===== src/rtl/uart_tx_feeder.sv =====
// Byte FIFO plus frame pacer for a UART transmitter that has no busy flag:
// it pops one byte per frame slot and issues a single-cycle start pulse.
module uart_tx_feeder #(
  parameter int TicksPerBaud = 217,
  parameter int GapTicks     = 2,
  parameter int Depth        = 16
) (
  input  logic                       clk_i,
  input  logic                       rst_ni,
  input  logic [7:0]                 wr_data_i,
  input  logic                       wr_valid_i,
  output logic                       wr_ready_o,
  output logic [7:0]                 tx_data_o,
  output logic                       tx_valid_o,
  output logic [$clog2(Depth):0]     level_o,
  output logic                       idle_o
);

  localparam int FrameTicks = 10 * TicksPerBaud + GapTicks;
  localparam int AW         = $clog2(Depth);
  localparam int CW         = $clog2(FrameTicks);

  localparam logic [AW:0]   FULL_CNT   = Depth[AW:0];
  localparam logic [CW-1:0] FRAME_LAST = CW'(FrameTicks - 1);

  typedef enum logic {IDLE, BUSY} state_e;

  state_e            state_q, state_d;
  logic [7:0]        mem_q [Depth];
  logic [AW-1:0]     rd_ptr_q, rd_ptr_d, wr_ptr_q, wr_ptr_d;
  logic [AW:0]       count_q, count_d;
  logic [CW-1:0]     cnt_q, cnt_d;
  logic [7:0]        tx_data_q, tx_data_d;
  logic              tx_valid_q;
  logic              push, pop;

  assign push       = wr_valid_i & wr_ready_o;
  assign wr_ready_o = (count_q != FULL_CNT);
  assign level_o    = count_q;
  assign idle_o     = (state_q == IDLE) & (count_q == '0);
  assign tx_data_o  = tx_data_q;
  assign tx_valid_o = tx_valid_q;

  // State register
  always_ff @(posedge clk_i or negedge rst_ni) begin
    if (!rst_ni) state_q <= IDLE;
    else         state_q <= state_d;
  end

  // Next-state logic
  always_comb begin
    state_d = state_q;
    unique case (state_q)
      IDLE:    if (count_q != '0) state_d = BUSY;
      BUSY:    if (cnt_q == '0 && count_q == '0) state_d = IDLE;
      default: state_d = IDLE;
    endcase
  end

  // Output / datapath control: a pop starts a new frame slot
  always_comb begin
    pop       = (count_q != '0) && ((state_q == IDLE) || (cnt_q == '0));
    cnt_d     = cnt_q;
    tx_data_d = tx_data_q;
    rd_ptr_d  = rd_ptr_q;
    wr_ptr_d  = wr_ptr_q;
    count_d   = count_q;
    if (pop) begin
      cnt_d     = FRAME_LAST;
      tx_data_d = mem_q[rd_ptr_q];
      rd_ptr_d  = rd_ptr_q + AW'(1);
    end else if (state_q == BUSY && cnt_q != '0) begin
      cnt_d = cnt_q - CW'(1);
    end
    if (push) wr_ptr_d = wr_ptr_q + AW'(1);
    unique case ({push, pop})
      2'b10:   count_d = count_q + (AW+1)'(1);
      2'b01:   count_d = count_q - (AW+1)'(1);
      default: count_d = count_q;
    endcase
  end

  always_ff @(posedge clk_i or negedge rst_ni) begin
    if (!rst_ni) begin
      rd_ptr_q   <= '0;
      wr_ptr_q   <= '0;
      count_q    <= '0;
      cnt_q      <= '0;
      tx_data_q  <= '0;
      tx_valid_q <= 1'b0;
    end else begin
      rd_ptr_q   <= rd_ptr_d;
      wr_ptr_q   <= wr_ptr_d;
      count_q    <= count_d;
      cnt_q      <= cnt_d;
      tx_data_q  <= tx_data_d;
      tx_valid_q <= pop;
    end
  end

  // Storage needs no reset; only entries covered by count are ever read
  always_ff @(posedge clk_i) begin
    if (push) mem_q[wr_ptr_q] <= wr_data_i;
  end

endmodule


===== config.mk =====
export PLATFORM = sky130hd
export DESIGN_NAME = uart_tx_feeder
export DESIGN_NICKNAME = d
export VERILOG_FILES = /design/src/rtl/uart_tx_feeder.sv
export SDC_FILE = /design/constraint.sdc
export NUM_CORES = 1
export LEC_CHECK = 0
export ABC_CLOCK_PERIOD_IN_PS = 3300
export CORE_MARGIN = 3
export CORE_UTILIZATION = 45
export CTS_BUF_LIST = sky130_fd_sc_hd__clkbuf_8
export CTS_CLUSTER_SIZE = 25
export DETAILED_ROUTE_END_ITERATION = 16
export PLACE_DENSITY = 0.69
export SLEW_MARGIN = 40
export SYNTH_ARGS = -nofsm -noshare
export SYNTH_HDL_FRONTEND = slang
export SYNTH_SLANG_ARGS = --single-unit

===== constraint.sdc =====
create_clock -name clk_i -period 3.3 [get_ports clk_i]
set_clock_uncertainty 0.15 [all_clocks]
set_input_delay 0.66 -clock clk_i [delete_from_list [all_inputs] [get_ports clk_i]]
set_output_delay 0.66 -clock clk_i [all_outputs]
set_load 0.01 [all_outputs]

Word level (Yosys, flattened, before mapping)
Memory sizes are Yosys's and may differ from the RTL's. A register that Yosys moved wholly into a read port is not among the register bits.
Cells that the tools add are included.
{ "word_totals": {"regBits": 27, "ram_bits": 128, "output_inout_bits": 16, "n_memories": 1} }
{ "op_classes": {"addsub": 5, "eq_ne": 3, "mux": 8, "bitwise": 3, "reduce_logical": 11} }
{ "mem_list": {"columns": ["name", "depth", "width", "rd", "rd_clocked_by_memory_dff", "write_ports", "line_no", "source"], "rows": [
  ["mem_q", 16, 8, 1, 1, 1, "29", "logic [7:0] mem_q [Depth];"]
]} }
{ "op_table": {"columns": ["cell", "count"], "rows": [
  ["$mux W12", 2],
  ["$logic_not A12 Y1", 1],
  ["$reduce_bool A12 Y1", 1],
  ["$sub A12 B1 Y12 const B", 1],
  ["$pmux W5 S2", 1],
  ["$add A4 B1 Y4 const B", 2],
  ["$add A5 B1 Y5 const B", 1],
  ["$logic_not A5 Y1", 1],
  ["$ne A5 B5 Y1 const B", 1],
  ["$reduce_bool A5 Y1", 1],
  ["$sub A5 B1 Y5 const B", 1],
  ["$mux W1", 4],
  ["$reduce_bool A2 Y1", 2],
  ["$logic_and A1 B1 Y1", 3],
  ["$and A1 B1 Y1", 2],
  ["$eq A2 B1 Y1 const B", 1],
  ["$eq A2 B2 Y1 const B", 1],
  ["$pmux W1 S2", 1],
  ["$logic_not A1 Y1", 1],
  ["$logic_or A1 B1 Y1", 1],
  ["$not A1 Y1", 1]
]} }

Longest topological paths before layout
{ "depth": {"ltp_word": 5, "mapped_depth": 15, "mapped_depth_nobuf": 14} }

Least setup slack after synthesis
No wires, ideal clock.
{ "synth_timing": {"path_type": "reg-to-reg", "startpoint": "reg count_q[1], in the netlist level_o[1]", "endpoint": "reg count_q[4], in the netlist level_o[4]", "setup_time_ps": 79, "arrival_ps": 3051, "slack_ps": 20, "stages_incl_launch_ff": 16, "synth_period_minus_slack_ps": 3280, "cell_sequence": "dfrtp_1 > buf_6 > or3_4 > or3b_4 > and2_4 > buf_6 > inv_1 > ha_1 > clkbuf_1 > xor2_1 > ha_1 > o21a_1 > o21ai_0 > nand3b_1 > a21oi_1 > xor2_1"} }
{ "synth_via": {"elab_chain_len": 4} }
{ "synth_lines": {"columns": ["element", "line_no", "source"], "rows": [
  ["start, declared", "31", "logic [AW:0] count_q, count_d;"],
  ["start signal, assigned", "94", "count_q <= count_d;"],
  ["$ne A5 B5 Y1 (*)", "38", "assign wr_ready_o = (count_q != FULL_CNT);"],
  ["via wr_ready_o", "12", "output logic wr_ready_o,"],
  ["$and A1 B1 Y1 (*)", "37", "assign push = wr_valid_i & wr_ready_o;"],
  ["$eq A2 B1 Y1 / $eq A2 B2 Y1 (equally long branches)", "76", "unique case ({push, pop})"],
  ["$pmux W5 S2 / $reduce_bool A2 Y1 (equally long branches)", null, null]
]} }
The timed path passes the listed nets; every way through them passes the cells marked *.
A chain may end at the register's enable or synchronous reset.

Final worst setup path
{ "layout_timing": {"startpoint": "reg count_q[1], in the netlist level_o[1]", "endpoint": "out idle_o"} }
{ "layout_via": {"elab_chain_len": 2} }
{ "layout_lines": {"columns": ["element", "line_no", "source"], "rows": [
  ["$logic_not A5 Y1", "40", "assign idle_o = (state_q == IDLE) & (count_q == '0);"],
  ["$and A1 B1 Y1", "40", null],
  ["end, declared", "16", "output logic idle_o"]
]} }
No other way between the ends.

==> metrics.txt <==
Iter 0 DRT Violations 307; syn_area_per_cell 15.3 um2; core area 14700 um2; diode count 0; main flop type after synthesis edfxtp_1; synthesis-stage register bit count 163; crit-path max cell delay 540 ps; cell area power density 707 nW/um2; family with the most delay on the worst path simple AND/OR/NAND/NOR gates; hold path cells 2; IO Count 27; total iterations of the first detailed-routing run 4; Arrival @ worst endpoint 2340 ps; H-tree depth 4; Routed Antenna Nets 0; Finished Core Util 53.2%; layout cell share with drive strength beyond 1 19.0%; IO Port Bufs 26; CTS root buffer clkbuf_8; nets@finish 514; worst-path maximum fanout 9; # clock sinks 163; HPWL Detailed 8890 um; Critical R2R Launch level_o[1]; Slew @ Worst Pin 815 ps; first-pass GRT wire length 21400 um; Critical Path Slowest Stage Cell clkdlybuf4s50_1; Routed WL 13600 um; distinct cell type count after synthesis 51; Worst-path clk slew 80 ps; Initial Util 46.4%; die height 129 um; asr flop ratio synth 21.5%; WL/cell 19.7 um; top post-synthesis cells by area edfxtp_1 56%, dfrtp_1 13%, mux2i_1 3.8%; max_cap viols 0; P&R area growth vs syn 14.7%; Leakage 2.72 nW; final hold vios 0; setup tns final 0 ps; run status finished clean; drt drc 0; Synth Instances 447; initial antenna violation count 0; Final GP Congestion 0.818; fin crit share 95.5%; Slew headroom 45.7%; via count 3796; reg2reg setup slack 290 ps; cell taking the most area after synthesis edfxtp_1; GRT overflow 0; HP Start tx_data_o[6]; GRT Total Usage 17.3%; largest net degree at the start of global routing 36; crit end category output port; via density per instance 5.51; vias in the first global route 3902; Worst Hold End tx_data_o[6]; count of final setup violators 0; clk_lat worst skew 440 ps; Worst setup SP type flop; synthesized area 6820 um2; Tmin final 3150 ps; row count 44; die area 16700 um2; Synth Net Count 468; Yosys Warn Count 0; top cell type's share of synthesized area 56.4%; CTS tree yes; max-slew violations 0; Worst Hold Class reg -> reg; worst endpoint required time 2490 ps; RSZ-0062 raised after global routing false; sequential area share after synthesis 69.2%; TritonCTS buffer count 17; RR Endpoint level_o[4]; Crit. Startpoint level_o[1]; Worst Path Buf+Inv 1; clock buffer depth 2; CP Cell Sequence or3_4 > or3_4 > nor2_1 > clkdlybuf4s50_1; reg2reg path depth 12; crit-path most repeated cell or3_4; number of synthesized flops with an enable pin 128; CP Class reg -> out; fmax 317 MHz; Peak VDD IR 0.261 mV; Die W 129 um
==> layout make-up <==
cell class	count	area (um2)
clock buffers	17	234
clock inverters	14	189
fillers	1170	6880
inverters	7	26.3
multi-input cells	252	1960
flip-flops and latches	163	4720
well taps	184	230
repair buffers	52	455
==> placed cells by master, fill, tap and decap left out, types with 2 or more instances in the layout <==
cell type,n
or2_2,2
ha_1,10
nand2_1,25
nor3_1,8
edfxtp_1,128
clkinv_2,2
clkinvlp_4,5
bufinv_16,4
mux2_2,17
mux4_2,8
nand3b_1,2
clkbuf_8,17
dfrtp_2,2
clkdlybuf4s50_1,26
o22ai_1,8
dfrtp_1,33
nand2b_1,7
mux2i_1,26
a221oi_1,8
a21oi_1,15
a211oi_1,10
nor2b_1,9
o21ai_0,13
or3_4,2
and2_1,2
xor2_1,8
nor2_1,29
or3_1,2
a22oi_1,2
inv_1,7
a31oi_1,4
a2111oi_0,8
xnor2_1,8
buf_4,26
==> registers in the layout, indices dropped and copies added (netlist names) <==
signal      flops
tx_data_o       8
wr_ptr_q        4
rd_ptr_q        4
state_q         1
tx_valid_o      1
mem_q         128
level_o         5
cnt_q          12
==> cells in the mapped netlist (2+ instances only) <==
library cell and n:
a221oi_1 8, a22oi_1 2, ha_1 10, clkbuf_1 8, o21ai_0 13, buf_2 10
xnor2_1 8, buf_1 5, nand3b_1 2, a211oi_1 10, nand2_1 25, mux4_2 8
buf_6 2, o22ai_1 8, nor2b_1 9, nor2_1 29, and2_1 2, mux2i_1 26
nand2b_1 7, edfxtp_1 128, a31oi_1 4, xor2_1 8, mux2_2 17, a21oi_1 15
dfrtp_1 35, nor3_1 8, or2_2 2, inv_1 6, a2111oi_0 8, or3_1 3
==> logic make-up after synthesis <==
kind of cell / after synthesis / synth area share (%)
flip-flops: 163 / 69.2
AO/OA/AOI/OAI: 76 / 7.80
multiplexers: 51 / 9.26
adder cells (fa/ha/maj): 10 / 1.83
buffers and inverters: 32 / 2.16
XOR/XNOR: 16 / 2.05
AND/OR/NAND/NOR: 99 / 7.69
==> metal layers <==
layer	track usage, %	part of all wire [%]	vias up
li1	-	-	1800
met1	23.8	44	1867
met2	25.7	47	97
met3	4.74	6.2	32
met4	8.09	2.8	0
met5	0	0	-
==> worst reg2reg max path, cell delays in order, from the launching register on <==
cell,delay [ps]
dfrtp_2,470
or3_4,420
or3b_4,380
and2_4,210
inv_1,90
ha_1,200
xor2_1,80
ha_1,210
o21a_1,170
o21ai_0,140
nand3b_1,90
a21oi_1,180
xor2_1,150
==> where the power goes <==
group,internal (mW),switching (mW)
sequential,2.53,0.284
combinational,0.549,0.647
clock,0.816,0.705
total,3.89,1.64
==> worst max path at each step <==
stage	slack, ps	end	depth (start not counted)
5_1_grt	30	level_o[4]	14
3_5_place_dp	270	level_o[4]	12
6_report	150	idle_o	4
2_1_floorplan	20	level_o[4]	15
3_3_place_gp	340	level_o[4]	10
4_1_cts	20	idle_o	4
==> through the flow <==
stage	hold slack [ps]	instances	power, mW	setup WS (ps)	area, um2
after floorplan	214	447	3.57	19.9	6820
after global placement	325	658	3.99	338	7390
after detailed placement	323	658	4.05	267	7390
after CTS	341	689	5.56	21.8	7810
after global routing	375	689	5.81	29.9	7820
final	341	689	5.53	149	7820
==> repair_timing <==
item | in CTS | in global routing
hold endpoints to repair | 0 | 0
gates resized for setup | 0 | 3
hold buffers | 0 | 0
buffers inserted | 0 | 0
endpoints found under the setup margin | 0 | 2
No activity file was read; power rests on OpenSTA's default activity.
